### src/rtl/conv_pkg.sv
// Shared definitions for the K=3 rate-1/2 convolutional code.
// Used by the encoder and by the Viterbi decoder blocks (BMC/ACS).
package conv_pkg;

  // Constraint length; the encoder state register holds K-1 past bits.
  localparam int K = 3;

  // Generators. The MSB taps the current input bit and the LSB the oldest bit.
  localparam logic [K-1:0] G0 = 3'b111;
  localparam logic [K-1:0] G1 = 3'b101;

  // Coded pair as {G0 bit, G1 bit}. This matches the decoder's rx_pair[1:0].
  typedef logic [1:0] pair_t;

  // Encoder control states
  typedef enum logic [1:0] {
    IDLE = 2'd0,
    DATA = 2'd1,
    TAIL = 2'd2
  } enc_state_e;

  // Modulo-2 sum of the window bits selected by generator g
  function automatic logic parity(input logic [K-1:0] w, input logic [K-1:0] g);
    return ^(w & g);
  endfunction

endpackage

### src/rtl/conv_enc_parity.sv
// Combinational code generator: maps one K-bit window to a coded pair.
// The window is {current input, newest past bit, ..., oldest past bit}.
module conv_enc_parity
  import conv_pkg::*;
#(
  parameter logic [K-1:0] GEN0 = G0,
  parameter logic [K-1:0] GEN1 = G1
) (
  input  logic [K-1:0] window_i,
  output pair_t        pair_o
);

  // pair_o[1] comes from GEN0 and pair_o[0] from GEN1
  assign pair_o = {parity(window_i, GEN0), parity(window_i, GEN1)};

endmodule

### src/rtl/conv_encoder_k3.sv
// Rate-1/2 K=3 convolutional encoder with automatic zero-tail flush.
//
// Handshake (both sides): a transfer happens on a rising clock edge where
// valid and ready are both 1. A valid is never withdrawn and its payload never
// changes until that transfer. in_ready may depend combinationally on out_ready.
//
// Every accepted data bit loads one coded pair into a single output register.
// The pair is visible one cycle after the accepting edge. After the bit marked
// in_last, the encoder inserts K-1 tail pairs computed with a zero input. These
// return the shift register to state 0. The final tail pair carries out_last.
//
// Optional build macro CONV_ENC_ERR_INJECT_EN adds an err_mask input. err_mask
// is XORed into each pair as it is loaded, to inject channel errors. It never
// touches the shift register.
module conv_encoder_k3
  import conv_pkg::*;
#(
  parameter logic [K-1:0] GEN0 = G0,
  parameter logic [K-1:0] GEN1 = G1
) (
  input  logic       clk,
  input  logic       rst_n,
  input  logic       in_valid,
  output logic       in_ready,
  input  logic       in_bit,
  input  logic       in_last,
  output logic       out_valid,
  input  logic       out_ready,
  output pair_t      out_pair,
  output logic       out_last,
  output logic       out_tail,
`ifdef CONV_ENC_ERR_INJECT_EN
  input  logic [1:0] err_mask,
`endif
  output enc_state_e dbg_state
);

  // The tail counter runs from 0 to K-2
  localparam int                CW        = (K > 2) ? $clog2(K) : 1;
  localparam logic [CW-1:0]     TAIL_LAST = CW'(K - 2);

  enc_state_e     state_q;
  logic [CW-1:0]  tail_cnt_q;
  logic [K-2:0]   sr_q;        // sr_q[K-2] holds the newest past bit
  logic           out_valid_q;
  pair_t          out_pair_q;
  logic           out_last_q;
  logic           out_tail_q;

  logic           ld;          // output register can take a new pair this cycle
  logic           accept;      // data bit transferred this cycle
  logic           tail_ld;     // tail pair loaded this cycle
  logic           load;        // any pair loaded this cycle
  logic           last_tail;   // this tail pair is the final one of the frame
  logic           in_eff;      // input bit fed to the code (zero during the tail)
  logic [K-1:0]   window;
  pair_t          code_pair;
  pair_t          load_pair;
  logic [K-2:0]   sr_d;

  // The output register may load when it is empty or is being drained now
  assign ld        = !out_valid_q || out_ready;
  assign in_ready  = (state_q != TAIL) && ld;
  assign accept    = in_valid && in_ready;
  assign tail_ld   = (state_q == TAIL) && ld;
  assign load      = accept || tail_ld;
  assign last_tail = tail_ld && (tail_cnt_q == TAIL_LAST);
  assign in_eff    = accept ? in_bit : 1'b0;
  assign window    = {in_eff, sr_q};

  // The newest bit enters at the top and the oldest bit falls off the bottom
  generate
    if (K > 2) begin : g_sr_shift
      assign sr_d = {in_eff, sr_q[K-2:1]};
    end else begin : g_sr_single
      assign sr_d = in_eff;
    end
  endgenerate

  conv_enc_parity #(
    .GEN0 (GEN0),
    .GEN1 (GEN1)
  ) u_parity (
    .window_i (window),
    .pair_o   (code_pair)
  );

`ifdef CONV_ENC_ERR_INJECT_EN
  // The injected error corrupts only the transmitted pair
  assign load_pair = code_pair ^ err_mask;
`else
  assign load_pair = code_pair;
`endif

  // Frame control, shift register and the registered output stage
  always_ff @(posedge clk or negedge rst_n) begin
    if (!rst_n) begin
      state_q     <= IDLE;
      tail_cnt_q  <= '0;
      sr_q        <= '0;
      out_valid_q <= 1'b0;
      out_pair_q  <= 2'b00;
      out_last_q  <= 1'b0;
      out_tail_q  <= 1'b0;
    end else begin
      // Output register: load a new pair, or empty it once it has been taken
      if (load) begin
        out_valid_q <= 1'b1;
        out_pair_q  <= load_pair;
        out_tail_q  <= tail_ld;
        out_last_q  <= last_tail;
        sr_q        <= sr_d;
      end else if (out_ready) begin
        out_valid_q <= 1'b0;
      end

      unique case (state_q)
        IDLE: begin
          if (accept) begin
            state_q    <= in_last ? TAIL : DATA;
            tail_cnt_q <= '0;
          end
        end
        DATA: begin
          if (accept && in_last) begin
            state_q    <= TAIL;
            tail_cnt_q <= '0;
          end
        end
        TAIL: begin
          if (tail_ld) begin
            if (last_tail) begin
              state_q    <= IDLE;
              tail_cnt_q <= '0;
            end else begin
              tail_cnt_q <= tail_cnt_q + CW'(1);
            end
          end
        end
        default: begin
          state_q    <= IDLE;
          tail_cnt_q <= '0;
        end
      endcase
    end
  end

  assign out_valid = out_valid_q;
  assign out_pair  = out_pair_q;
  assign out_last  = out_last_q;
  assign out_tail  = out_tail_q;
  assign dbg_state = state_q;

endmodule

### config.mk
export PLATFORM = sky130hd
export DESIGN_NAME = conv_encoder_k3
export DESIGN_NICKNAME = d
export VERILOG_FILES = /design/src/rtl/conv_pkg.sv /design/src/rtl/conv_enc_parity.sv /design/src/rtl/conv_encoder_k3.sv
export SDC_FILE = /design/constraint.sdc
export NUM_CORES = 1
export LEC_CHECK = 0
export ABC_CLOCK_PERIOD_IN_PS = 1700
export BUFFER_PORTS_ARGS = -buffer_cell sky130_fd_sc_hd__buf_4
export CAP_MARGIN = 20
export CORE_AREA = 2 2 39 41
export CTS_CLUSTER_SIZE = 30
export DETAILED_ROUTE_END_ITERATION = 7
export DIE_AREA = 0 0 41 43
export HOLD_SLACK_MARGIN = 0.05
export PLACE_DENSITY = 0.75
export SYNTH_ARGS = -nofsm -noshare
export SYNTH_HDL_FRONTEND = slang
export SYNTH_SLANG_ARGS = --single-unit
### constraint.sdc
create_clock -name clk -period 1.7 [get_ports clk]
set_input_delay 0.085 -clock clk [delete_from_list [all_inputs] [get_ports clk]]
set_output_delay 0.085 -clock clk [all_outputs]
set_load 0.02 [all_outputs]
======== After elaboration in Yosys (flattened, before gate mapping) ========
Index checks and enable logic that the tools add are counted.
cells by class
  muxes and demuxes ....................... 14
  reduce and logical (&&, ||, !) cells .... 14
  equal/unequal tests ..................... 8
  add/subtract/negate cells ............... 1
operator list
  kind                 number
  $mux 2               9
  $pmux 2 s3           2
  $ne 2x2->1 const B   5
  $reduce_xor 3->1     2
  $logic_and 1x1->1    5
  $eq 2x1->1 const B   2
  $reduce_and 4->1     1
  $mux 1               3
  $reduce_and 3->1     1
  $add 2x1->2 const B  1
  $eq 2x2->1 const B   1
  $logic_not 2->1      1
  $logic_or 1x1->1     2
  $reduce_bool 2->1    1
  $logic_not 1->1      1
storage, ports and cells
  output and inout bits ................... 8
  register bits ........................... 11
  word-level logic and storage cells ...... 44
  input bits .............................. 6

======== Longest topological paths before layout ========
  depth after elaboration ................. 7
  mapped depth ............................ 5
  mapped depth without buffers ............ 4

======== By module ========
Synthesis repeated with hierarchy kept, for this count alone.
unflattened totals
  cell total of the unflattened synthesis .. 43
  area total of the unflattened synthesis .. 539.3 µm²
by module, submodules not included
  module           instances  seq. area each (µm²)  cells an instance  area each (µm²)
  conv_encoder_k3  1          275.3                 41                 506.7
  conv_enc_parity  1          0.0                   2                  32.5

======== Worst setup path after synthesis ========
OpenSTA, ideal clock, no wires.
  path type ............................... flip-flop to flip-flop
  from .................................... register state_q[1] (netlist: dbg_state[1])
  to ...................................... register sr_q[0]
  clock period less this slack ............ 1.337 ns
  slack ................................... 0.363 ns
  stages on the path, launching flop included .. 4
  data arrival time ....................... 1.212 ns
  required time ........................... 1.575 ns
  library setup time ...................... 0.125 ns
  buffers on the path ..................... 0
  cells stage by stage .................... dfrtp_1 and2b_4 o21ai_4 mux2_4
on the way
  word-level cells in the longest chain between the ends .. 4
  elaborated cells on any way between the ends .. 6
  classes of those cells .................. eq/ne (2); reduce/logical (4)
RTL lines
  what                    line                    RTL
  start, declared         conv_encoder_k3.sv:42   enc_state_e state_q;
  start signal, assigned  conv_encoder_k3.sv:120  state_q <= in_last ? TAIL : DATA;
  $ne 2x2->1              conv_encoder_k3.sv:63   assign in_ready = (state_q != TAIL) && ld;
  $logic_and 1x1->1       conv_encoder_k3.sv:63
  $logic_and 1x1->1       conv_encoder_k3.sv:64   assign accept = in_valid && in_ready;
  $logic_or 1x1->1 (*)    conv_encoder_k3.sv:66   assign load = accept || tail_ld;
  end signal, assigned    conv_encoder_k3.sv:112  sr_q <= sr_d;
  end, declared           conv_encoder_k3.sv:44   logic [K-2:0] sr_q;
Mark *: on every way between the ends. The rest lies on a longest branch, timed or not.
A chain may end at the register's enable or synchronous reset.

======== Worst setup path after layout ========
  from .................................... register state_q[1] (netlist: dbg_state[1])
  to ...................................... output port in_ready
on the way
  word-level cells in the longest chain between the ends .. 2
RTL lines
  what               line                   RTL
  $ne 2x2->1         conv_encoder_k3.sv:63
  $logic_and 1x1->1  conv_encoder_k3.sv:63
  end, declared      conv_encoder_k3.sv:24  output logic in_ready,
Every way passes these cells.

==> flow_summary.ini <==
[clocking]
clockRootBuffer = clkbuf_4
cts_sinks = 11
clkTransAtPathRegs_ps = 70
clock_latency_ps = 280
cts_resized = 0
clk_path_buf_depth = 2
cts_buffers = 3
htreeDepth = 1
cts_tree = yes

[floorplanning]
num_rows = 14
die_h_um = 43
ios = 14
core_um2 = 1380
die_w_um = 41
dieArea_um2 = 1760
initial_core_util_pct = 39.7

[placement]
place_congestion = 0.735
pre_cts_ws_ps = 394
dpl.hpwl_um = 759
io_buffers = 13

[critical_path]
cp-end-kind = output port
critPathMaxFanout = 8
r2r_slack_ps = 380
ff2ff_path_depth = 3
crit_type = register to output port
reg2reg_from = dbg_state[1]$_DFFE_PN0P_
required_ps = 1620
worstSetupStartpointType = register
crit_start = dbg_state[1]$_DFFE_PN0P_
worstReg2RegEnd = sr_q[0]$_DFFE_PN0P_
cp.arrival_ps = 1280

[power]
p_switching_mw = 0.428
seqPwrFrac_pct = 38.9
p_comb_share_pct = 44.7
cellLeakagePower_nw = 0.332
internal_power_mw = 0.692
p_total_mw = 1.12
vdd_ir_drop_max_mv = 0.696
pwr-share-clk_pct = 16.3
p_per_area_nw_per_um2 = 1600
p_sw_share_pct = 38.2

[cells_and_area]
antennaDiodeCount = 0
layout.nets = 73
syn_to_final_growth_pct = 27.1
drive_above_1_share_pct = 37.9

[yosys]
synthCells = 49
syn_avg_cell_area_um2 = 11.2
syn_nets = 55
yosysSeqAreaShare_pct = 50.1
synthesis.area_um2 = 549
yosys_warnings = 0
ys_ff_latch = 11
synthDistinctLibCells = 23

[timing]
setup_viol = 0
skew_ps = 3.47
hold_viol_final = 0
slew_violations = 0
worst_pin_slew_ps = 396
fin_crit_ps = 1370
slew_headroom_pct = 73.6
fin_crit_sh_pct = 80.5
max_freq_mhz = 731
finalSetupTns_ps = 0
rsz0062_at_grt = false
setup_slack_ps = 331

[route]
wl_per_cell_um = 13.7
finalWirelength_mm = 1.12
drt_first_pass_iters = 4
ant_nets = 0
drt_iter0_markers = 9
dr_total_vias = 420
post-route-drc-count = 0
vias_per_cell = 5.12

[global_routing]
grt_usage_pct = 15.2
grt_pass1_wl_mm = 1.75
antenna_found_initial = 0
overflow = 0
grt_pass1_vias = 402
grt_max_degree = 12

[worst_hold_path]
hold_path_end = sr_q[1]$_DFFE_PN0P_
min_from = in_bit
hold_class = input pin to register
hold_path_depth = 2

[outcome]
status = complete, no violations

[flow_run]
drv_cap = 0
-- through the flow --
stage | hold WS [ps] | util, % | instance area, µm² | instances
floorplan | -211 | - | 549 | 49
global placement | -74.3 | 47.1 | 652 | 76
detailed placement | -72.6 | 47.1 | 652 | 76
CTS | 101 | 50.5 | 698 | 82
global route | 105 | 50.5 | 698 | 82
finish | 97.7 | 50.5 | 698 | 82
-- layer usage --
| metal | up-vias | part of all wire (%) | global-route usage (%) |
|---|---|---|---|
| li1 | 206 | - | - |
| met1 | 197 | 45 | 17.9 |
| met2 | 13 | 48 | 22.5 |
| met3 | 4 | 5.1 | 4.71 |
| met4 | 0 | 2.3 | 10.0 |
| met5 | - | 0 | 0 |
-- cells in the final DEF (no fill, tap or decap) --
cell / synthesis / final
and2b_2: 1 / 1
o31ai_1: 2 / 2
o21ai_0: 5 / 5
dfrtp_1: 11 / 11
mux2_2: 1 / 1
o21ai_4: 1 / 1
or3_2: 1 / 1
a32o_1: 1 / 1
a22o_2: 2 / 2
xor2_1: 1 / 1
buf_4: 2 / 13
nand2b_1: 1 / 1
a21oi_1: 2 / 2
a311oi_1: 1 / 1
clkbuf_1: 0 / 1
and2b_4: 1 / 1
nor2_1: 2 / 2
dlygate4sd3_1: 0 / 2
inv_1: 1 / 1
nand2_1: 7 / 7
o21ai_1: 1 / 1
mux2_4: 1 / 1
clkbuf_4: 0 / 3
xnor2_1: 2 / 2
nand3b_4: 1 / 1
nor2b_1: 1 / 1
-- worst max-delay path by stage --
stage                          endpoint  slack [ps]  cells past startpoint
finish                         in_ready         330                      3
global route                   in_ready         280                      3
CTS                            in_ready         350                      3
detailed placement  sr_q[0]$_DFFE_PN0P_         390                      3
global placement    sr_q[0]$_DFFE_PN0P_         420                      3
floorplan           sr_q[0]$_DFFE_PN0P_         360                      3
-- cell usage after synthesis (all sizes together) --
master  instances  area (µm²)
a21oi           2        10.0
a22o            2        20.0
a311oi          1        8.76
a32o            1        10.0
and2b           2        18.8
buf             2        15.0
dfrtp          11         275
inv             1        3.75
mux2            2        26.3
nand2           7        26.3
nand2b          1        6.26
nand3b          1        20.0
nor2            2        7.51
nor2b           1        6.26
o21ai           7        46.3
o31ai           2        15.0
or3             1        7.51
xnor2           2        17.5
xor2            1        8.76
-- critical path, stage by stage (launching register included) --
cell and delay (ps):
dfrtp_1 450, and2b_4 230, nor2_1 160, buf_4 170
-- sequential cells by signal, summed over array words and instances (netlist names) --
| register | flops |
|---|---|
| dbg_state | 2 |
| out_last | 1 |
| out_pair | 2 |
| out_tail | 1 |
| out_valid | 1 |
| sr_q | 2 |
| tail_cnt_q | 2 |
-- cell families after synthesis --
| family | synth area share [%] |
|---|---|
| flip-flops | 50.1 |
| AO/OA/AOI/OAI | 20.0 |
| buffers and inverters | 3.42 |
| AND/OR/NAND/NOR | 16.9 |
| multiplexers | 4.78 |
| XOR/XNOR | 4.78 |
-- timing repair --
action	4_1_cts	5_1_grt
buffers inserted	0	0
setup endpoints to repair	0	0
hold buffers	2	0
hold endpoints to repair	12	0
-- area by class of cell --
class | instances | area [µm²]
Fill cell | 128 | 686
Tap cell | 16 | 20.0
Clock buffer | 4 | 26.3
Timing Repair Buffer | 15 | 118
Inverter | 1 | 3.75
Multi-Input combinational cell | 35 | 255
Sequential cell | 11 | 275
-- power by group through the flow --
stage | registers, mW | clock network, mW | logic (mW)
2_1_floorplan | 0.502 | 0 | 0.259
6_report | 0.436 | 0.183 | 0.501
3_3_place_gp | 0.433 | 0 | 0.484
4_1_cts | 0.433 | 0.182 | 0.505
5_1_grt | 0.448 | 0.196 | 0.545
3_5_place_dp | 0.437 | 0 | 0.493
Power figures use the tool's default switching activity.
